===== src/rtl/tl_pkg.sv =====
// Purpose : shared types for the intersection phase scheduler.
//   light_t  - 2-bit lamp code driven to the light output drivers
//   phase_e  - scheduler phase (FSM state)
//   ns_light / ew_light - lamp codes shown by each light group in a phase
// Ports   : none (package).
package tl_pkg;

  typedef enum logic [1:0] {
    L_RED    = 2'b00,
    L_GREEN  = 2'b01,
    L_YELLOW = 2'b10,
    L_FLASH  = 2'b11
  } light_t;

  typedef enum logic [2:0] {
    ALLRED_A  = 3'd0,
    NS_GREEN  = 3'd1,
    NS_YELLOW = 3'd2,
    ALLRED_B  = 3'd3,
    EW_GREEN  = 3'd4,
    EW_YELLOW = 3'd5,
    PED_WALK  = 3'd6,
    NIGHT     = 3'd7
  } phase_e;

  function automatic light_t ns_light(input phase_e p);
    light_t l;
    l = L_RED;
    case (p)
      NS_GREEN:  l = L_GREEN;
      NS_YELLOW: l = L_YELLOW;
      NIGHT:     l = L_FLASH;
      default:   l = L_RED;
    endcase
    return l;
  endfunction

  function automatic light_t ew_light(input phase_e p);
    light_t l;
    l = L_RED;
    case (p)
      EW_GREEN:  l = L_GREEN;
      EW_YELLOW: l = L_YELLOW;
      NIGHT:     l = L_FLASH;
      default:   l = L_RED;
    endcase
    return l;
  endfunction

endpackage


===== src/rtl/tl_phase_timer.sv =====
// Purpose : loadable down-counter timing the current phase. Load has
//   priority over decrement; the count saturates at zero (never wraps).
// Ports   :
//   clk, reset  clock, asynchronous active-high reset (count <= RST_VAL)
//   load        load load_val on the next edge
//   en          decrement by one on the next edge when count is non-zero
//   load_val    value to load
//   count       current count
//   zero        count == 0
module tl_phase_timer #(
  parameter int              CNT_W   = 32,
  parameter logic [CNT_W-1:0] RST_VAL = '0
) (
  input  logic             clk,
  input  logic             reset,
  input  logic             load,
  input  logic             en,
  input  logic [CNT_W-1:0] load_val,
  output logic [CNT_W-1:0] count,
  output logic             zero
);

  always_ff @(posedge clk or posedge reset) begin
    if (reset) begin
      count <= RST_VAL;
    end else if (load) begin
      count <= load_val;
    end else if (en && (count != '0)) begin
      count <= count - CNT_W'(1);
    end
  end

  assign zero = (count == '0);

endmodule


===== src/rtl/intersection_phase_scheduler.sv =====
// Purpose : sequences the NS and EW light groups of one intersection,
//   arbitrating latched vehicle requests, the pedestrian button and night
//   (flashing) operation. All outputs are registered.
// Optional feature: define PED_WALK_EN to enable the pedestrian walk phase;
//   without it the button is ignored and walk is tied low.
// Ports   :
//   clk, reset          clock, asynchronous active-high reset
//   req_ns, req_ew      vehicle detects (latched until own green is entered)
//   switch              pedestrian button (latched)
//   night_mode          request flashing-yellow operation
//   out, out2           NS / EW lamp codes (00 red, 01 green, 10 yellow, 11 flash)
//   counter, counter2   cycles remaining in the current phase (0 in NIGHT)
//   walk                pedestrian walk lamp
// Handshake: none; request inputs are sticky-latched, so a one-cycle pulse
//   is as good as a held level.
module intersection_phase_scheduler
  import tl_pkg::*;
#(
  parameter int CNT_W     = 32,
  parameter int GREEN_MIN = 4,
  parameter int GREEN_MAX = 10,
  parameter int YELLOW_T  = 3,
  parameter int ALLRED_T  = 2,
  parameter int WALK_T    = 5
) (
  input  logic             clk,
  input  logic             reset,
  input  logic             req_ns,
  input  logic             req_ew,
  input  logic             switch,
  input  logic             night_mode,
  output logic [1:0]       out,
  output logic [1:0]       out2,
  output logic [CNT_W-1:0] counter,
  output logic [CNT_W-1:0] counter2,
  output logic             walk
);

  localparam logic [CNT_W-1:0] LD_ALLRED = CNT_W'(ALLRED_T - 1);
  localparam logic [CNT_W-1:0] LD_GREEN  = CNT_W'(GREEN_MAX - 1);
  localparam logic [CNT_W-1:0] LD_YELLOW = CNT_W'(YELLOW_T - 1);
  localparam logic [CNT_W-1:0] LD_WALK   = CNT_W'(WALK_T - 1);
  // Counter at or below this value means GREEN_MIN cycles have been served.
  localparam logic [CNT_W-1:0] EARLY_TH  = CNT_W'(GREEN_MAX - GREEN_MIN);

  phase_e           state, nxt;
  logic             pend_ns, pend_ew;
  logic             ped_pend, ped_to_ew;
  logic             t_load, t_en, t_zero;
  logic [CNT_W-1:0] t_load_val, t_count;
  logic             early_ok;

  tl_phase_timer #(
    .CNT_W   (CNT_W),
    .RST_VAL (LD_ALLRED)
  ) u_timer (
    .clk      (clk),
    .reset    (reset),
    .load     (t_load),
    .en       (t_en),
    .load_val (t_load_val),
    .count    (t_count),
    .zero     (t_zero)
  );

  assign counter  = t_count;
  assign counter2 = t_count;
  assign t_en     = (state != NIGHT);
  assign early_ok = (t_count <= EARLY_TH);

  // Next phase and timer reload; the timer is reloaded on every phase change.
  always_comb begin
    nxt        = state;
    t_load     = 1'b0;
    t_load_val = '0;
    case (state)
      ALLRED_A, ALLRED_B: begin
        if (t_zero) begin
          t_load = 1'b1;
          if (night_mode) begin
            nxt        = NIGHT;
            t_load_val = '0;
          end else if (ped_pend) begin
            nxt        = PED_WALK;
            t_load_val = LD_WALK;
          end else begin
            nxt        = (state == ALLRED_A) ? NS_GREEN : EW_GREEN;
            t_load_val = LD_GREEN;
          end
        end
      end
      NS_GREEN: begin
        if (t_zero || (early_ok && (pend_ew || ped_pend))) begin
          nxt        = NS_YELLOW;
          t_load     = 1'b1;
          t_load_val = LD_YELLOW;
        end
      end
      NS_YELLOW: begin
        if (t_zero) begin
          nxt        = ALLRED_B;
          t_load     = 1'b1;
          t_load_val = LD_ALLRED;
        end
      end
      EW_GREEN: begin
        if (t_zero || (early_ok && (pend_ns || ped_pend))) begin
          nxt        = EW_YELLOW;
          t_load     = 1'b1;
          t_load_val = LD_YELLOW;
        end
      end
      EW_YELLOW: begin
        if (t_zero) begin
          nxt        = ALLRED_A;
          t_load     = 1'b1;
          t_load_val = LD_ALLRED;
        end
      end
      PED_WALK: begin
        if (t_zero) begin
          nxt        = ped_to_ew ? EW_GREEN : NS_GREEN;
          t_load     = 1'b1;
          t_load_val = LD_GREEN;
        end
      end
      NIGHT: begin
        if (!night_mode) begin
          nxt        = ALLRED_A;
          t_load     = 1'b1;
          t_load_val = LD_ALLRED;
        end
      end
      default: begin
        nxt        = ALLRED_A;
        t_load     = 1'b1;
        t_load_val = LD_ALLRED;
      end
    endcase
  end

`ifdef PED_WALK_EN
  logic pend_ped;
  logic ped_dir_q;
  assign ped_pend  = pend_ped;
  assign ped_to_ew = ped_dir_q;
`else
  logic unused_switch;
  assign unused_switch = switch;
  assign ped_pend      = 1'b0;
  assign ped_to_ew     = 1'b0;
  assign walk          = 1'b0;
`endif

  // State, registered lamp outputs and pending flags. A request arriving on
  // the edge that enters its own green is absorbed (clear wins).
  always_ff @(posedge clk or posedge reset) begin
    if (reset) begin
      state   <= ALLRED_A;
      out     <= L_RED;
      out2    <= L_RED;
      pend_ns <= 1'b0;
      pend_ew <= 1'b0;
`ifdef PED_WALK_EN
      pend_ped  <= 1'b0;
      ped_dir_q <= 1'b0;
      walk      <= 1'b0;
`endif
    end else begin
      state   <= nxt;
      out     <= ns_light(nxt);
      out2    <= ew_light(nxt);
      pend_ns <= ((nxt == NS_GREEN) && (state != NS_GREEN)) ? 1'b0 : (pend_ns | req_ns);
      pend_ew <= ((nxt == EW_GREEN) && (state != EW_GREEN)) ? 1'b0 : (pend_ew | req_ew);
`ifdef PED_WALK_EN
      pend_ped <= ((nxt == PED_WALK) && (state != PED_WALK)) ? 1'b0 : (pend_ped | switch);
      // Remember which green the interrupted ALLRED was heading for.
      if ((nxt == PED_WALK) && (state != PED_WALK)) begin
        ped_dir_q <= (state == ALLRED_B);
      end
      walk <= (nxt == PED_WALK);
`endif
    end
  end

endmodule

===== config.mk =====
export PLATFORM = sky130hd
export DESIGN_NAME = intersection_phase_scheduler
export DESIGN_NICKNAME = d
export VERILOG_FILES = /design/src/rtl/tl_pkg.sv /design/src/rtl/tl_phase_timer.sv /design/src/rtl/intersection_phase_scheduler.sv
export SDC_FILE = /design/constraint.sdc
export NUM_CORES = 1
export LEC_CHECK = 0
export CORE_ASPECT_RATIO = 0.6
export CORE_MARGIN = 10
export CORE_UTILIZATION = 44
export DETAILED_ROUTE_END_ITERATION = 6
export PLACE_DENSITY_LB_ADDON = 0.15
export SLEW_MARGIN = 20
export SYNTH_ARGS = -nofsm -noshare
export SYNTH_HDL_FRONTEND = slang
export SYNTH_SLANG_ARGS = --single-unit

===== constraint.sdc =====
create_clock -name clk -period 2.4 [get_ports clk]
set_clock_uncertainty 0.05 [all_clocks]
set_input_delay 0.48 -clock clk [delete_from_list [all_inputs] [get_ports clk]]
set_output_delay 0.48 -clock clk [all_outputs]
set_load 0.05 [all_outputs]

**Word-level counts from Yosys, hierarchy flattened**

Index checks and enable logic that the tools add are counted.

- $add $sub $neg: 1
- $mul: 0
- Divide/modulo/power cells: 0
- Magnitude comparators: 1
- Equality and inequality tests: 15
- Shift-type cells: 0
- Mux-type cells: 29
- Bitwise operators: 2
- Reductions and logical operators: 14

Operators with widths:

| cell | number |
|---|---|
| one-hot mux 32 bit (6 select lines) | 1 |
| two-way mux 32 bit | 2 |
| <= comparator 32 x 3 -> 1 bit (second input constant) | 1 |
| zero test 32 bit | 1 |
| nonzero test 32 bit | 1 |
| subtractor 32 x 1 -> 32 bit (second input constant) | 1 |
| two-way mux 3 bit | 9 |
| == test 3 bit (second input constant) | 7 |
| one-hot mux 3 bit (7 select lines) | 1 |
| two-way mux 4 bit | 3 |
| one-hot mux 2 bit (3 select lines) | 2 |
| == test 3 x 2 -> 1 bit (second input constant) | 3 |
| two-way mux 1 bit | 8 |
| == test 3 x 1 -> 1 bit (second input constant) | 2 |
| != test 3 bit (second input constant) | 2 |
| logical AND 1 bit | 5 |
| OR reduction 5 bit | 1 |
| two-way mux 2 bit | 2 |
| one-hot mux 1 bit (4 select lines) | 1 |
| OR reduction 2 bit | 2 |
| zero test 3 bit | 1 |
| != test 3 x 1 -> 1 bit (second input constant) | 1 |
| logical OR 1 bit | 2 |
| OR 1 bit | 2 |
| nonzero test 2 bit | 1 |

- Register bits: 41
- Bits in latches: 0
- Bits in writable memories: 0
- Bits in read-only memories: 0
- Output and inout port bits: 69
- Memories kept: 0

**Logic depth before layout (Yosys ltp)**

- Depth in word-level cells: 8
- Gate-level depth with buffers: 10
- Mapped depth without buffers: 9

**Hierarchy**

From an unflattened synthesis, not the netlist that was laid out.

- Cell total of the unflattened synthesis: 352
- Area total of the unflattened synthesis: 3,173.0 um2

By module, submodules not included:

| module | instances | cells an instance | area each (um2) |
|---|---|---|---|
| tl_phase_timer | 1 | 226 | 2,174.6 |
| intersection_phase_scheduler | 1 | 126 | 998.5 |

**Least setup slack after synthesis**

No wires, ideal clock.

- Path type: register to register
- From: register u_timer.count[0]
- To: register out[1]
- Setup time: 0.126 ns
- Arrival time: 2.506 ns
- Slack: -0.283 ns
- Stages on the path, launching flop included: 11
- Buffers on the path: 1
- Clock period less this slack: 2.683 ns
- Cell sequence: dfstp_2 -> inv_1 -> ha_1 -> nand2b_1 -> a2bb2oi_1 -> o2bb2ai_1 -> o32a_1 -> buf_4 -> o2111a_2 -> xor2_1 -> nor2_1

- Cells in the longest elaborated chain, start to end: 7
- Elaborated cells between the ends (all ways): 17
- Those cells by class: order compare (1); eq/ne (3); mux (8); reduce/logical (5)

Ends and longest elaborated chain:

| what | RTL line | text |
|---|---|---|
| start: declaration | tl_phase_timer.sv:19 | `output logic [CNT_W-1:0] count,` |
| start signal: assignment | tl_phase_timer.sv:27 | `count <= load_val;` |
| start signal: assignment | tl_phase_timer.sv:29 | `count <= count - CNT_W'(1);` |
| <= comparator 32 x 3 -> 1 bit | intersection_phase_scheduler.sv:69 | `assign early_ok = (t_count <= EARLY_TH);` |
| logical AND 1 bit, on equally long branches | intersection_phase_scheduler.sv:107, intersection_phase_scheduler.sv:93 |  |
| logical OR 1 bit, on equally long branches | intersection_phase_scheduler.sv:107, intersection_phase_scheduler.sv:93 |  |
| two-way mux 3 bit, on equally long branches | intersection_phase_scheduler.sv:107, intersection_phase_scheduler.sv:93 |  |
| one-hot mux 3 bit (7 select lines) (*) | intersection_phase_scheduler.sv:76 | `case (state)` |
| == test 3 bit (tied with other cells) | tl_pkg.sv:29 | `case (p)` |
| one-hot mux 2 bit (3 select lines) (*) | tl_pkg.sv:29 |  |
| end signal: assignment | intersection_phase_scheduler.sv:171 | `out <= ns_light(nxt);` |
| end: declaration | intersection_phase_scheduler.sv:32 | `output logic [1:0] out,` |

Every way passes the cells marked *; elsewhere a longest branch is shown, timed or not.
A chain may end at the register's enable or synchronous reset.

**Worst setup path in the final report**

- From: register u_timer.count[0]
- To: register u_timer.count[7]

- Cells in the longest elaborated chain, start to end: 6
- Elaborated cells between the ends (all ways): 16
- Those cells by class: add/sub (1); order compare (1); mux (6); reduce/logical (8)

Ends and longest elaborated chain:

| what | RTL line |
|---|---|
| <= comparator 32 x 3 -> 1 bit | intersection_phase_scheduler.sv:69 |
| logical AND 1 bit, on equally long branches | intersection_phase_scheduler.sv:107, intersection_phase_scheduler.sv:93 |
| logical OR 1 bit, on equally long branches | intersection_phase_scheduler.sv:107, intersection_phase_scheduler.sv:93 |
| two-way mux 1 bit, on equally long branches | intersection_phase_scheduler.sv:107, intersection_phase_scheduler.sv:93 |
| one-hot mux 1 bit (4 select lines) | intersection_phase_scheduler.sv:76 |
| two-way mux 32 bit or nonzero test 2 bit (tied branches) | - |

Parallel ways exist; a longest one is shown, timed or not. The select of a mux whose other input is x is not followed.

==> summary.txt <==
Root Buffer Master: clkbuf_8
Io pins: 75
Mapped Nets: 312
Post-CTS Hold Buffers: 0
Buffers & Inverters on Critical Path: 2
Met1 Wirelength: 3560 um
Clk buf depth: 2
Vias in the first global route: 2524
Register area share after synthesis: 36.92%
Die W: 122.7 um
GRT Util Overall: 15.64%
DRC viols: 0
CP Cell Sequence: inv_6 -> ha_4 -> or3b_4 -> nor4_4 -> buf_4 -> or4_4 -> or3_4 -> xor2_1 -> nor2_1
Area leader, netlist: dfrtp_1
Cells after Synth: 303
Post-Place Cell Area: 3842 sq um
WL met3: 725 um
Mean Syn Cell Area: 9.184 sq um
Leakage: 1.721 nW
DP Wirelength: 5897 um
Required time of the critical path: 2.58 ns
DR vias: 2538
Slew Limit Headroom: 64.72%
Via/cell ratio: 5.117
Flops & latches, synth: 41
Design area: 4253 sq um
Initial antenna violation count: 0
Pin count of the biggest net entering global routing: 42
RD Place Congestion: 0.9594
Upper clock frequency limit: 390.0 MHz
Ratio of cells with drive above 1 in the final layout: 36.41%
Met2 WL: 3647 um
Fraction of registers with async set/reset: 100.0%
Port bufs: 72
Mapped cell area: 2783 sq um
Post-synth EDFFs: 0
Startpoint Class: flop
WL per Instance: 16.21 um
Critical path's slowest cell: dfstp_4
Die ar.: 10010 sq um
Skew-Pair Late Insertion Delay: 0.30 ns
Post-Route WL: 8039 um
CP Max Fanout: 4
Final hold vios: 0
Top post-synthesis cells by area: dfrtp_1 (36%), buf_4 (9.2%), nor2_1 (7.4%)
Final WS setup: -0.1641 ns
Synth warn: 0
Starting Density: 45.54%
CP endpoint kind: flop
Nets: 420
Sw Ratio: 46.35%
CTS tree: done
Total core area: 6111 sq um
Final Non-Filler Cells: 496
TritonRoute pass-1 iters: 4
Yosys top cell area share: 35.97%
Layout area overhead: 52.83%
Gr ovfl total: 0
Sequential share of power: 27.4%
Highest routed layer: met4
Clk pwr share: 16.9%
RSZ-0062 raised after global routing: true
Final Slew Violations: 0
First-pass GRT wire length: 12690 um
Post-route ant nets: 0
Number of fill cells: 485
Most numerous cell in the Yosys netlist: nor2_1
Yosys cell types: 61
Failing checks: negative setup slack
Commonest cells in the synthesized netlist: nor2_1 (55), dfrtp_1 (40), buf_4 (34), xnor2_1 (15), xor2_1 (15)
Critical path class: reg2reg
Design Power: 0.003486 W
P_int: 0.001870 W
Max IR drop VDD: 0.8013 mV
Placed Instances: 474
Switching power: 0.001616 W
Reg clk slew, reported paths: 0.08 ns
Worst path arrival time: 2.75 ns
Fin crit period: 2.564 ns
Cell Pwr Density: 819.6 nW/um^2
First DRT Iteration DRCs: 202
Cell Rows: 22
Final period utilization: 106.8%
Path type of the worst min-delay path: in2async
Post-synth top flop: dfrtp_1
CTS sink cnt: 41
Crit path max-delay family: simple AND/OR/NAND/NOR gates
CTS buffer count: 5
CTS H-tree depth: 2
Comb power frac: 55.7%
Worst hold margin: 0.5452 ns
Max Cap Violations: 0
Worst Max-Slew Pin Slew: 0.5275 ns
Outcome: complete, but fails checks
Crit-path max cell delay: 0.65 ns
# diodes: 0
Final setup fails: 12
Die height: 81.60 um
## repair_timing
| item | 4_1_cts | 5_1_grt |
|---|---|---|
| setup buffers | 8 | 7 |
| cloned | 0 | 0 |
| pin swaps | 6 | 15 |
| gates resized for setup | 7 | 35 |
| setup endpoints to repair | 34 | 40 |
## worst register-to-register path, delay by kind of cell, from the launching register on
family / cells / cell delay, ns
xor gates and xnor gates: 1 / 0.16
adders and majority gates: 1 / 0.16
buffers and inverters: 2 / 0.19
DFF: 1 / 0.65
and+or+nand+nor: 5 / 1.30
## state kept, by name, summed over array words and instances, names as in the netlist
signal,flops
u_timer.count,32
state,3
out2,2
out,2
pend_ew,1
pend_ns,1
## metal layers
| metal | global-route usage, % | vias to the layer above |
|---|---|---|
| met5 | 0 | - |
| met3 | 4.110 | 12 |
| met4 | 4.801 | 0 |
| met1 | 20.28 | 1208 |
| met2 | 25.19 | 80 |
| li1 | - | 1238 |
## through the flow
stage                     utilization [%]  setup WS (ns)  setup TNS [ns]
after CTS                           66.30        -0.1475         -0.8277
after floorplan                         -       -0.09837         -0.3136
after global placement              62.88       -0.08693          -1.200
after global routing                69.59        -0.2329          -2.680
after detailed placement            62.88        -0.1698          -2.916
final                               69.59        -0.1641         -0.8456
## power by group through the flow
stage          Clock (W)  Sequential, W  Combinational (W)
2_1_floorplan          0        0.00138           0.000903
3_3_place_gp           0       0.000972            0.00185
3_5_place_dp           0       0.000976            0.00187
4_1_cts         0.000599       0.000950            0.00192
5_1_grt         0.000624       0.000979            0.00204
6_report        0.000590       0.000955            0.00194
## logic make-up (layout without fill, tap and decap cells)
| group | Yosys count | in the layout | synth area share (%) |
|---|---|---|---|
| xor gates and xnor gates | 30 | 30 | 9.443 |
| AOI/OAI and AO/OA | 36 | 36 | 10.30 |
| other | 1 | 1 | 0.1348 |
| muxes | 1 | 1 | 0.3597 |
| DFF | 41 | 41 | 36.92 |
| buffers and inverters | 53 | 162 | 11.83 |
| and+or+nand+nor | 138 | 138 | 29.68 |
| adders and majority gates | 3 | 3 | 1.349 |
## cell type report
class,count,area (sq um),share of cell area (%)
repair buffers,145,1287,30.27
clock buffers,7,86.33,2.030
flip-flops and latches,41,1045,24.57
clock inverters,1,30.03,0.7061
well taps,84,105.1,2.471
multi-input cells,209,1658,38.98
inverters,9,41.29,0.9709
## layout by cell type, fill, tap and decap left out, types with 6 or more instances in the layout
cell type and count:
buf_4 71, clkdlybuf4s50_1 70, nor2_1 49, dfrtp_1 31, xnor2_1 14, xor2_1 14, nand2_1 12, dfrtp_2 8
clkbuf_8 6
## path summary, 6_finish.rpt
| kind | depth (start not counted) | slack, ns | from | endpoint |
|---|---|---|---|---|
| setup / recovery | 9 | -0.16 | u_timer.count[0]$_DFFE_PP1P_ | u_timer.count[7]$_DFFE_PP0P_ |
| min in group clk | 2 | 0.55 | u_timer.count[13]$_DFFE_PP0P_ | u_timer.count[13]$_DFFE_PP0P_ |
| hold reg to reg | 2 | 0.55 | u_timer.count[13]$_DFFE_PP0P_ | u_timer.count[13]$_DFFE_PP0P_ |
| hold / removal | 3 | 0.55 | reset | u_timer.count[21]$_DFFE_PP0P_ |
| setup reg to reg | 9 | -0.16 | u_timer.count[0]$_DFFE_PP1P_ | u_timer.count[7]$_DFFE_PP0P_ |
| max in group asynchronous | 3 | 1.35 | reset | u_timer.count[1]$_DFFE_PP0P_ |
Note: power is estimated with default switching activity, not from simulation.
